==> config.mk <==
export PLATFORM = sky130hd
export DESIGN_NAME = counter_modulo3_monitor
export DESIGN_NICKNAME = d
export VERILOG_FILES = /design/src/rtl/mod3_pkg.sv /design/src/rtl/mod3_successor.sv /design/src/rtl/counter_modulo3_monitor.sv
export SDC_FILE = /design/constraint.sdc
export NUM_CORES = 1
export LEC_CHECK = 0
export CORE_MARGIN = 3
export CORE_UTILIZATION = 51
export DETAILED_ROUTE_END_ITERATION = 8
export PLACE_DENSITY = 0.89
export SYNTH_ARGS = -nofsm -noshare
export SYNTH_HDL_FRONTEND = slang
export SYNTH_SLANG_ARGS = --single-unit
==> constraint.sdc <==
create_clock -name clockpulse -period 5.1 [get_ports clockpulse]
set_clock_uncertainty 0.05 [all_clocks]
set_input_delay 1.275 -clock clockpulse [delete_from_list [all_inputs] [get_ports clockpulse]]
set_output_delay 1.275 -clock clockpulse [all_outputs]
set_load 0.05 [all_outputs]
==> src/rtl/mod3_pkg.sv <==
// Shared constants for the modulo-3 counter and its monitor.
// Counter codes and monitor state encodings.
package mod3_pkg;

  localparam logic [1:0] MOD3_S0  = 2'b00;
  localparam logic [1:0] MOD3_S1  = 2'b01;
  localparam logic [1:0] MOD3_S2  = 2'b10;
  localparam logic [1:0] MOD3_ILL = 2'b11;

  typedef enum logic [1:0] {
    MON_IDLE  = 2'b00,
    MON_TRACK = 2'b01,
    MON_FAULT = 2'b10
  } mon_state_e;

endpackage

==> src/rtl/mod3_successor.sv <==
// Combinational modulo-3 successor.
// The illegal code maps to itself so it never matches a legal step.
module mod3_successor
  import mod3_pkg::*;
(
  input  logic [1:0] cur,
  output logic [1:0] nxt
);

  // Next code in the 0 -> 1 -> 2 -> 0 sequence
  always_comb begin
    nxt = MOD3_ILL;
    unique case (cur)
      MOD3_S0:  nxt = MOD3_S1;
      MOD3_S1:  nxt = MOD3_S2;
      MOD3_S2:  nxt = MOD3_S0;
      MOD3_ILL: nxt = MOD3_ILL;
      default:  nxt = MOD3_ILL;
    endcase
  end

endmodule

==> src/rtl/counter_modulo3_monitor.sv <==
// Sequence checker for the modulo-3 counter.
// Tracks steps, counts wraps, latches sticky errors.
module counter_modulo3_monitor
  import mod3_pkg::*;
#(
  parameter int WRAP_W   = 8,
  parameter bit CHK_COMP = 1'b1
) (
  input  logic              clockpulse,
  input  logic              clear_,
  input  logic [1:0]        signal_q,
  input  logic [1:0]        signal_q_,
  output logic [1:0]        o_q_prev,
  output logic              o_wrap_pulse,
  output logic [WRAP_W-1:0] o_wrap_count,
  output logic              o_err_illegal,
  output logic              o_err_skip,
  output logic              o_err_comp,
  output logic              o_fault
);

  mon_state_e state_q;
  mon_state_e state_d;

  logic [1:0] exp_q;
  logic       is_ill;
  logic       comp_bad;
  logic       skip_bad;
  logic       ill_d;
  logic       skip_d;
  logic       comp_d;
  logic       pulse_d;
  logic       cnt_inc;

  mod3_successor u_succ (
    .cur (o_q_prev),
    .nxt (exp_q)
  );

  assign is_ill   = (signal_q == MOD3_ILL);
  assign comp_bad = CHK_COMP && (signal_q_ != ~signal_q);
  assign skip_bad = !is_ill && (signal_q != exp_q);
  assign o_fault  = (state_q == MON_FAULT);

  // Next state, sticky flag updates and wrap detection
  always_comb begin
    state_d = state_q;
    ill_d   = o_err_illegal;
    skip_d  = o_err_skip;
    comp_d  = o_err_comp;
    pulse_d = 1'b0;
    cnt_inc = 1'b0;
    unique case (state_q)
      MON_IDLE: begin
        if (is_ill)   ill_d  = 1'b1;
        if (comp_bad) comp_d = 1'b1;
        if (is_ill || comp_bad)
          state_d = MON_FAULT;
        else
          state_d = MON_TRACK;
      end
      MON_TRACK: begin
        if (is_ill)   ill_d  = 1'b1;
        if (skip_bad) skip_d = 1'b1;
        if (comp_bad) comp_d = 1'b1;
        if (is_ill || skip_bad || comp_bad) begin
          state_d = MON_FAULT;
        end else if (o_q_prev == MOD3_S2 &&
                     signal_q == MOD3_S0) begin
          pulse_d = 1'b1;
          cnt_inc = 1'b1;
        end
      end
      MON_FAULT: state_d = MON_FAULT;
      default:   state_d = MON_FAULT;
    endcase
  end

  // State, sample and flag registers
  always_ff @(posedge clockpulse or negedge clear_) begin
    if (!clear_) begin
      state_q       <= MON_IDLE;
      o_q_prev      <= MOD3_S0;
      o_wrap_pulse  <= 1'b0;
      o_err_illegal <= 1'b0;
      o_err_skip    <= 1'b0;
      o_err_comp    <= 1'b0;
    end else begin
      state_q       <= state_d;
      o_q_prev      <= signal_q;
      o_wrap_pulse  <= pulse_d;
      o_err_illegal <= ill_d;
      o_err_skip    <= skip_d;
      o_err_comp    <= comp_d;
    end
  end

  // Saturating wrap counter
  always_ff @(posedge clockpulse or negedge clear_) begin
    if (!clear_)
      o_wrap_count <= '0;
    else if (cnt_inc && o_wrap_count != '1)
      o_wrap_count <= o_wrap_count + WRAP_W'(1);
  end

endmodule
==> reports/results.ini, run 1 <==
[setup_path]
r2r_end = o_wrap_count[1]
worst_setup_path_start_kind = primary input
r2r-start = o_q_prev[0]
worstSetupPathType = in -> reg
slowest_delay_ps = 630
end_kind = flip-flop
crit_chain = clkdlybuf4s50_1, or3b_1, o22ai_2, nand3_1, mux2_2
cp.required_ps = 5230
crit_path_max_fanout = 11
crit_slowest_cell = clkdlybuf4s50_1
cp.arrival_ps = 3190
rr_worst_depth = 6
cp_num_buf_inv = 1
regToRegSetupSlack_ps = 3100
path_delay_family = simple AND/OR/NAND/NOR gates

[worst_hold_path]
hp-class = reg -> reg
holdCritStartpoint = o_err_illegal
min_to = o_err_illegal
hold_depth = 1

[floorplanning]
coreArea_um2 = 1580
die_y_um = 47.9
die-area_um2 = 2290
start_util_pct = 56.7
ios = 21
die_x_um = 47.9
rows = 14

[synthesis]
syn_area_um2 = 895
synth_top_cells_by_area = dfrtp_1 (45%), ha_1 (7.0%), xnor2_1 (5.9%)
synth_ff_type = dfrtp_1
ys_seq_area_share_pct = 44.8
synth_edf_count = 0
yosysUniqueCellTypes = 32
ys_ff_latch = 16
synth-warning-count = 0
yosysTopAreaCell = dfrtp_1
async_reset_ff_share_pct = 100
syn-instance-count = 78
yosys.area.top_type_share_pct = 44.8
avgSynthCellArea_um2 = 11.5
syn-num-nets = 89

[global_routing]
grt-ovfl-total = 0
grtUsageTotal_pct = 18.7
grt_pass1_wl_um = 2930
antenna_found_initial = 0
grt_max_degree = 17
grt_pass1_vias = 649

[clock_network]
cts_max_path_buffers = 2
ctsHoldBuffers = 0
post_cts_resized = 0
cts_root_buf = clkbuf_4
post-cts-setup-buffer-count = 0
h-tree-depth = 1
clock_latency_ps = 290
numCtsBuffers = 3
cts_tree = done
clk_pin_slew_worst_paths_ps = 100
clock-sinks = 16

[sta]
hold_violations = 0
clock.fmax_mhz = 327
period_needed_ps = 3060
finalHoldWorstSlack_ps = 426
setup_viol = 0
fin_crit_sh_pct = 60.0
worst_slew_pin_slew_ps = 719
finalMaxSlewViolations = 0
relSlewSlack_pct = 51.9
final.setup.tns_ps = 0
rsz0062_at_grt = false

[routing]
avgViaCountPerCell = 5.93
first_iter_violations = 15
wirelength_um = 1750
drcViolationCount = 0
num_vias = 682
wire_per_inst_um = 15.2
drtAntennaViolNets = 0
drtPass1Iterations = 4

[pwr]
irDropWorstVdd_mv = 0.170
cellLeakagePower_uw = 0.000499
powerDensity_nw_per_um2 = 224

[run_status]
status = completed

[layout]
antenna_cells = 0
final_cell_mix = clkdlybuf4s50_1 (20), dfrtp_1 (16), xnor2_1 (6)
fin_nets = 111
drive_above_1_share_pct = 13.1
final_common_cell = clkdlybuf4s50_1
area_delta_synth_final_pct = 24.9

[job]
timing.max_cap.violations = 0

[place]
globalplace.congestion = 0.795
port_buffers = 20
post-dp-hpwl_um = 1290

synthesized netlist by cell type, types with 2 or more instances:
cell type   n
mux2_1      2
ha_1        5
inv_1       5
xnor2_1     6
o21ai_0     2
and3_1      2
nand3_1     3
dfrtp_1    16
and2_1      2
buf_6       3
nand4_1     4
a21boi_0    3
nand2b_1    3
a31o_2      2
a31oi_1     3
state kept, by name, indices dropped and copies added (netlist names):
register and count:
o_err_comp 1, o_err_illegal 1, o_err_skip 1, o_q_prev 2
o_wrap_count 8, o_wrap_pulse 1, state_q 2
metrics by stage:
step	instance area, um^2	power, uW	util (%)	cells	worst slack [ps]
global route	1120	261	70.9	115	1920
global placement	1080	164	68.6	111	1810
floorplan	895	154	-	78	2510
CTS	1120	251	70.9	115	2060
finish	1120	250	70.9	115	2040
detailed placement	1080	166	68.6	111	1740
logic make-up after synthesis:
kind of cell               after synthesis  share of synthesized area, %
and+or+nand+nor                         23                          17.9
DFF                                     16                          44.8
buffers and inverters                    8                          5.87
AOI/OAI and AO/OA                       16                          13.8
xor gates and xnor gates                 7                          6.85
muxes                                    3                          3.78
adders and majority gates                5                          6.99
final cells by class:
type / instances / area, um^2
tap: 16 / 20.0
timing repair buffer: 20 / 200
sequential: 16 / 400
inverter: 5 / 18.8
multi-input combinational: 54 / 442
clock buffer: 4 / 36.3
fill: 114 / 459
worst reg2reg max path: stages, from the launching register on:
cell,delay (ps)
dfrtp_1,420
inv_1,80
ha_1,360
nand4b_1,170
nor3_4,290
nand3_1,190
mux2_2,320
worst max path at each step:
stage / startpoint / slack [ps] / to / depth (start not counted)
2_1_floorplan: signal_q[0] / 2510 / o_wrap_count[7] / 6
3_3_place_gp: signal_q[0] / 1810 / o_wrap_count[1] / 5
3_5_place_dp: signal_q[0] / 1740 / o_wrap_count[1] / 5
4_1_cts: signal_q[0] / 2060 / o_wrap_count[1] / 5
5_1_grt: signal_q[0] / 1920 / o_wrap_count[1] / 5
6_report: signal_q[0] / 2040 / o_wrap_count[1] / 5
power breakdown:
group | internal [uW] | total, uW | switching (uW)
clock | 43.5 | 86.2 | 42.7
combinational | 13.1 | 33.2 | 20.1
sequential | 129 | 130 | 1.53
total | 185 | 250 | 64.4
per-layer routing:
metal | vias to the layer above | GRT usage, % | wire length [um]
met5 | - | 0 | 0
met4 | 0 | 9.68 | 44
met3 | 5 | 4.89 | 83
met2 | 19 | 28.5 | 819
met1 | 332 | 24.0 | 799
li1 | 326 | - | -
Note: power is estimated with default switching activity, not from simulation.
==> run 2: changes to the inputs <==
--- a/config.mk
+++ b/config.mk
@@ -6,9 +6,9 @@
 export NUM_CORES = 1
 export LEC_CHECK = 0
 export CORE_MARGIN = 3
-export CORE_UTILIZATION = 51
+export CORE_UTILIZATION = 48
 export DETAILED_ROUTE_END_ITERATION = 8
-export PLACE_DENSITY = 0.89
+export PLACE_DENSITY = 0.85
 export SYNTH_ARGS = -nofsm -noshare
 export SYNTH_HDL_FRONTEND = slang
 export SYNTH_SLANG_ARGS = --single-unit
==> constraint.sdc (replaced) <==
create_clock -name clockpulse -period 3 [get_ports clockpulse]
set_clock_uncertainty 0.05 [all_clocks]
set_input_delay 0.75 -clock clockpulse [delete_from_list [all_inputs] [get_ports clockpulse]]
set_output_delay 0.75 -clock clockpulse [all_outputs]
set_load 0.05 [all_outputs]
==> reports/results.ini, run 2 (synthesis gave the netlist of run 1 again) <==
[place]
placed_cells = 120  ; was 111
post-dp-hpwl_um = 1310  ; was 1290 um
dpl_cell_area_um2 = 1100  ; was 1080 um^2
globalplace.congestion = 0.811  ; was 0.795
port_buffers = 20  ; unchanged

[clock_network]
cts_tree = done  ; unchanged
numCtsBuffers = 3  ; unchanged
cts_max_path_buffers = 2  ; unchanged
cts_root_buf = clkbuf_4  ; unchanged
post_cts_resized = 0  ; unchanged
clk_pin_slew_worst_paths_ps = 90  ; was 100 ps
clock_latency_ps = 290  ; about the same
h-tree-depth = 1  ; unchanged
clock-sinks = 16  ; unchanged
post-cts-setup-buffer-count = 0  ; unchanged
ctsHoldBuffers = 0  ; unchanged

[layout]
antenna_cells = 0  ; unchanged
drive_above_1_share_pct = 14.0  ; was 13.1%
largest_register = o_wrap_count  ; unchanged
nFillCells = 123  ; was 114
stdcell_area_um2 = 1130  ; was 1120 um^2
largestRegisters = o_wrap_count x8, o_q_prev x2, state_q x2  ; unchanged
final_cell_mix = clkdlybuf4s50_1 (20), dfrtp_1 (16), xnor2_1 (6)  ; unchanged
largest_reg_flops = 8  ; unchanged
area_delta_synth_final_pct = 26.9  ; was 24.9%
fin_nets = 112  ; was 111
final_common_cell = clkdlybuf4s50_1  ; unchanged
stdcell_count = 124  ; was 115

[routing]
first_iter_violations = 9  ; was 15
drtPass1Iterations = 4  ; unchanged
drcViolationCount = 0  ; unchanged
avgViaCountPerCell = 5.30  ; was 5.93
wire_per_inst_um = 14.1  ; was 15.2 um
drtAntennaViolNets = 0  ; unchanged
num_vias = 657  ; was 682
wirelength_um = 1750  ; about the same

[floorplanning]
die-area_um2 = 2420  ; was 2290 um^2
coreArea_um2 = 1630  ; was 1580 um^2
start_util_pct = 54.9  ; was 56.7%
die_y_um = 49.2  ; was 47.9 um
die_x_um = 49.2  ; was 47.9 um
ios = 21  ; unchanged
rows = 14  ; unchanged

[global_routing]
grt-ovfl-total = 0  ; unchanged
grt_pass1_wl_um = 3270  ; was 2930 um
grt_pass1_vias = 682  ; was 649
antenna_found_initial = 0  ; unchanged
grtUsageTotal_pct = 18.0  ; was 18.7%
grt_max_degree = 17  ; unchanged

[sta]
final.setup.tns_ps = 0  ; unchanged
relSlewSlack_pct = 52.4  ; was 51.9%
worst_slew_pin_slew_ps = 711  ; was 719 ps
hold_violations = 0  ; unchanged
period_needed_ps = 2470
fin_crit_sh_pct = 82.2
finalMaxSlewViolations = 0  ; unchanged
rsz0062_at_grt = false  ; unchanged
setup_viol = 0  ; unchanged
clock.fmax_mhz = 406
finalHoldWorstSlack_ps = 423  ; was 426 ps

[setup_path]
cp.required_ps = 2200  ; was 5230 ps
end_kind = primary output  ; was flip-flop
worst_setup_path_start_kind = flip-flop  ; was primary input
worstSetupPathType = reg -> out  ; was in -> reg
crit_chain = inv_1, nor2_1, clkdlybuf4s50_1  ; was clkdlybuf4s50_1, or3b_1, o22ai_2, nand3_1, mux2_2
slowest_delay_ps = 800  ; was 630 ps
crit_slowest_cell = clkdlybuf4s50_1  ; unchanged
path_delay_family = buffers and inverters  ; was simple AND/OR/NAND/NOR gates
crit_path_max_fanout = 4  ; was 11
cp_num_buf_inv = 2  ; was 1
cp.arrival_ps = 1670  ; was 3190 ps

[pwr]
switching_share_pct = 24.7  ; was 25.8%
p_int_uw = 316  ; was 185 uW
clkPwrFrac_pct = 33.9  ; was 34.5%
powerDensity_nw_per_um2 = 370  ; was 224 nW/um^2
cellLeakagePower_uw = 0.000504  ; was 0.000499 uW
comb_power_share_pct = 13.3  ; about the same
irDropWorstVdd_mv = 0.363  ; was 0.170 mV
power_switching_uw = 104  ; was 64.4 uW
power.sequential.fraction_pct = 52.7  ; was 52.2%

[worst_hold_path]
hp-class = reg -> reg  ; unchanged

[run_status]
status = completed  ; unchanged

[job]
timing.max_cap.violations = 0  ; unchanged

## run 2: final cells by class
class                           instances  area [um^2]  area share, %
Inverter                                5         18.8           1.65
Tap cell                               24         30.0           2.65
Timing Repair Buffer                   21          208           18.3
Clock buffer                            4         36.3           3.20
Sequential cell                        16          400           35.3
Multi-Input combinational cell         54          442           38.9
## run 2: routing by layer
| metal | vias to the layer above | GRT usage (%) | wire (um) |
|---|---|---|---|
| li1 | 327 | - | - |
| met1 | 307 | 22.1 | 763 |
| met2 | 19 | 27.9 | 851 |
| met3 | 4 | 3.06 | 86 |
| met4 | 0 | 13.7 | 53 |
| met5 | - | 0 | 0 |
## run 2: power by group through the flow
stage               clock network [uW]  logic, uW  registers [uW]
detailed placement                   0       56.7             226
global placement                     0       54.9             225
CTS                                149       57.0             221
floorplan                            0       23.7             237
finish                             142       55.9             221
global route                       161       60.8             222
## run 2: final timing paths
| path | cells past startpoint | slack [ps] | startpoint | to |
|---|---|---|---|---|
| worst min-delay path | 1 | 420 | o_err_comp | o_err_comp |
| max in group asynchronous | 1 | 1620 | clear_ | o_wrap_count[7] |
| worst min register to register | 1 | 420 | o_err_comp | o_err_comp |
| worst max register to register | 6 | 1030 | o_q_prev[0] | o_wrap_count[6] |
| worst max-delay path | 3 | 530 | state_q[1] | o_fault |
| min in group asynchronous | 1 | 830 | clear_ | o_err_skip |
## run 2: metrics by stage
stage | total power (uW) | setup WS (ps) | util (%)
finish | 420 | 534 | 69.7
CTS | 428 | 529 | 69.7
detailed placement | 282 | 343 | 67.4
floorplan | 261 | 876 | -
global placement | 280 | 391 | 67.4
global route | 444 | 489 | 69.7
==> run 3: changes to the inputs <==
==> constraint.sdc (replaced) <==
create_clock -name clockpulse -period 2.5 [get_ports clockpulse]
set_clock_uncertainty 0.05 [all_clocks]
set_input_delay 0.625 -clock clockpulse [delete_from_list [all_inputs] [get_ports clockpulse]]
set_output_delay 0.625 -clock clockpulse [all_outputs]
set_load 0.05 [all_outputs]
==> reports/results.ini, run 3 (synthesis gave the netlist of run 1 again) <==
[place]
dpl_cell_area_um2 = 1130  ; was 1100 um^2
post-dp-hpwl_um = 1400  ; was 1310 um
port_buffers = 20  ; unchanged
globalplace.congestion = 0.813  ; was 0.811
dp_slack_ps = 73.8  ; was 343 ps

[routing]
drtAntennaViolNets = 0  ; unchanged
num_vias = 691  ; was 657
wirelength_um = 1890  ; was 1750 um
avgViaCountPerCell = 5.40  ; was 5.30
wire_per_inst_um = 14.8  ; was 14.1 um
drcViolationCount = 0  ; unchanged
first_iter_violations = 14  ; was 9
drtPass1Iterations = 4  ; unchanged

[pwr]
cellLeakagePower_uw = 0.000525  ; was 0.000504 uW
powerDensity_nw_per_um2 = 435  ; was 370 nW/um^2
irDropWorstVdd_mv = 0.449  ; was 0.363 mV

[layout]
final_common_cell = clkdlybuf4s50_1  ; unchanged
largestRegisters = o_wrap_count x8, o_q_prev x2, state_q x2  ; unchanged
final_cell_mix = clkdlybuf4s50_1 (20), dfrtp_1 (16), xnor2_1 (6)  ; unchanged
largest_register = o_wrap_count  ; unchanged
drive_above_1_share_pct = 17.3  ; was 14.0%
area_delta_synth_final_pct = 30.2  ; was 26.9%
fin_nets = 116  ; was 112
antenna_cells = 0  ; unchanged
nFillCells = 129  ; was 123
fin_util_pct = 71.5  ; was 69.7%
stdcell_area_um2 = 1160  ; was 1130 um^2
largest_reg_flops = 8  ; unchanged

[global_routing]
grt_pass1_vias = 748  ; was 682
grtUsageTotal_pct = 17.8  ; was 18.0%
grt_pass1_wl_um = 3330  ; was 3270 um
grt-ovfl-total = 0  ; unchanged
grt_max_degree = 17  ; unchanged
antenna_found_initial = 0  ; unchanged

[setup_path]
cp_num_buf_inv = 2  ; unchanged
crit_chain = inv_1, nor2_1, clkdlybuf4s50_1  ; unchanged
regToRegSetupSlack_ps = 530  ; was 1030 ps
worst_setup_path_start_kind = flip-flop  ; unchanged
crit_slowest_cell = clkdlybuf4s50_1  ; unchanged
crit_path_max_fanout = 4  ; unchanged
path_delay_family = buffers and inverters  ; unchanged
slowest_delay_ps = 800  ; about the same
worstSetupPathType = reg -> out  ; unchanged
cp.arrival_ps = 1670  ; about the same
end_kind = primary output  ; unchanged
cp.required_ps = 1820  ; was 2200 ps

[floorplanning]
die_y_um = 49.2  ; unchanged
rows = 14  ; unchanged
ios = 21  ; unchanged
die_x_um = 49.2  ; unchanged
die-area_um2 = 2420  ; unchanged
coreArea_um2 = 1630  ; unchanged
start_util_pct = 54.9  ; unchanged

[sta]
final.setup.tns_ps = 0  ; unchanged
fin_ws_ps = 155  ; was 534 ps
worst_slew_pin_slew_ps = 718  ; was 711 ps
fin_crit_sh_pct = 93.8
rsz0062_at_grt = false  ; unchanged
clock.fmax_mhz = 426
hold_violations = 0  ; unchanged
relSlewSlack_pct = 52.0  ; was 52.4%
finalMaxSlewViolations = 0  ; unchanged
period_needed_ps = 2340
setup_viol = 0  ; unchanged

[job]
timing.max_cap.violations = 0  ; unchanged

[clock_network]
clock_latency_ps = 290  ; about the same
ctsHoldBuffers = 0  ; unchanged
post_cts_resized = 0  ; unchanged
cts_root_buf = clkbuf_4  ; unchanged
clock-sinks = 16  ; unchanged
numCtsBuffers = 3  ; unchanged
h-tree-depth = 1  ; unchanged
cts_tree = done  ; unchanged
clk_pin_slew_worst_paths_ps = 90  ; about the same
post-cts-setup-buffer-count = 0  ; unchanged
cts_max_path_buffers = 2  ; unchanged

[run_status]
status = completed  ; unchanged

[worst_hold_path]
hp-class = reg -> reg  ; unchanged

-- run 3: cell types whose count changed in the layout (fill, tap and decap cells not counted) --
cell / before / now
buf_4: 1 / 5
-- run 3: worst paths after layout --
| path | end | startpoint | cells past startpoint |
|---|---|---|---|
| max | o_fault | state_q[1] | 3 |
| min | o_err_skip | o_err_skip | 1 |
| max reg2reg | o_wrap_count[1] | o_q_prev[0] | 6 |
| min reg2reg | o_err_skip | o_err_skip | 1 |
| max in group asynchronous | o_wrap_count[6] | clear_ | 1 |
| min in group asynchronous | o_err_skip | clear_ | 1 |
-- run 3: routing by layer --
metal  wire [um]  up-vias  share of wire, %  GRT usage (%)
li1            -      330                 -              -
met1         793      342                42           18.4
met2         998       14                53           33.7
met3          60        5               3.2           3.36
met4          40        0               2.1           8.53
met5           0        -                 0              0
-- run 3: cell type report --
| class | instances | area, um^2 | share of cell area, % |
|---|---|---|---|
| multi-input combinational | 54 | 442 | 37.9 |
| sequential | 16 | 400 | 34.4 |
| timing repair buffer | 25 | 238 | 20.4 |
| clock buffer | 4 | 36.3 | 3.11 |
| tap | 24 | 30.0 | 2.58 |
| inverter | 5 | 18.8 | 1.61 |
-- run 3: metrics by stage --
stage,instances,total power (uW),hold slack [ps]
3_5_place_dp,124,340,404
4_1_cts,128,512,427
5_1_grt,128,528,462
3_3_place_gp,124,338,400
6_report,128,507,422
2_1_floorplan,78,313,279
-- run 3: power by group --
part           internal (uW)  switching, uW
clock network           88.8           83.2
registers                263           2.95
logic                   28.8           40.3
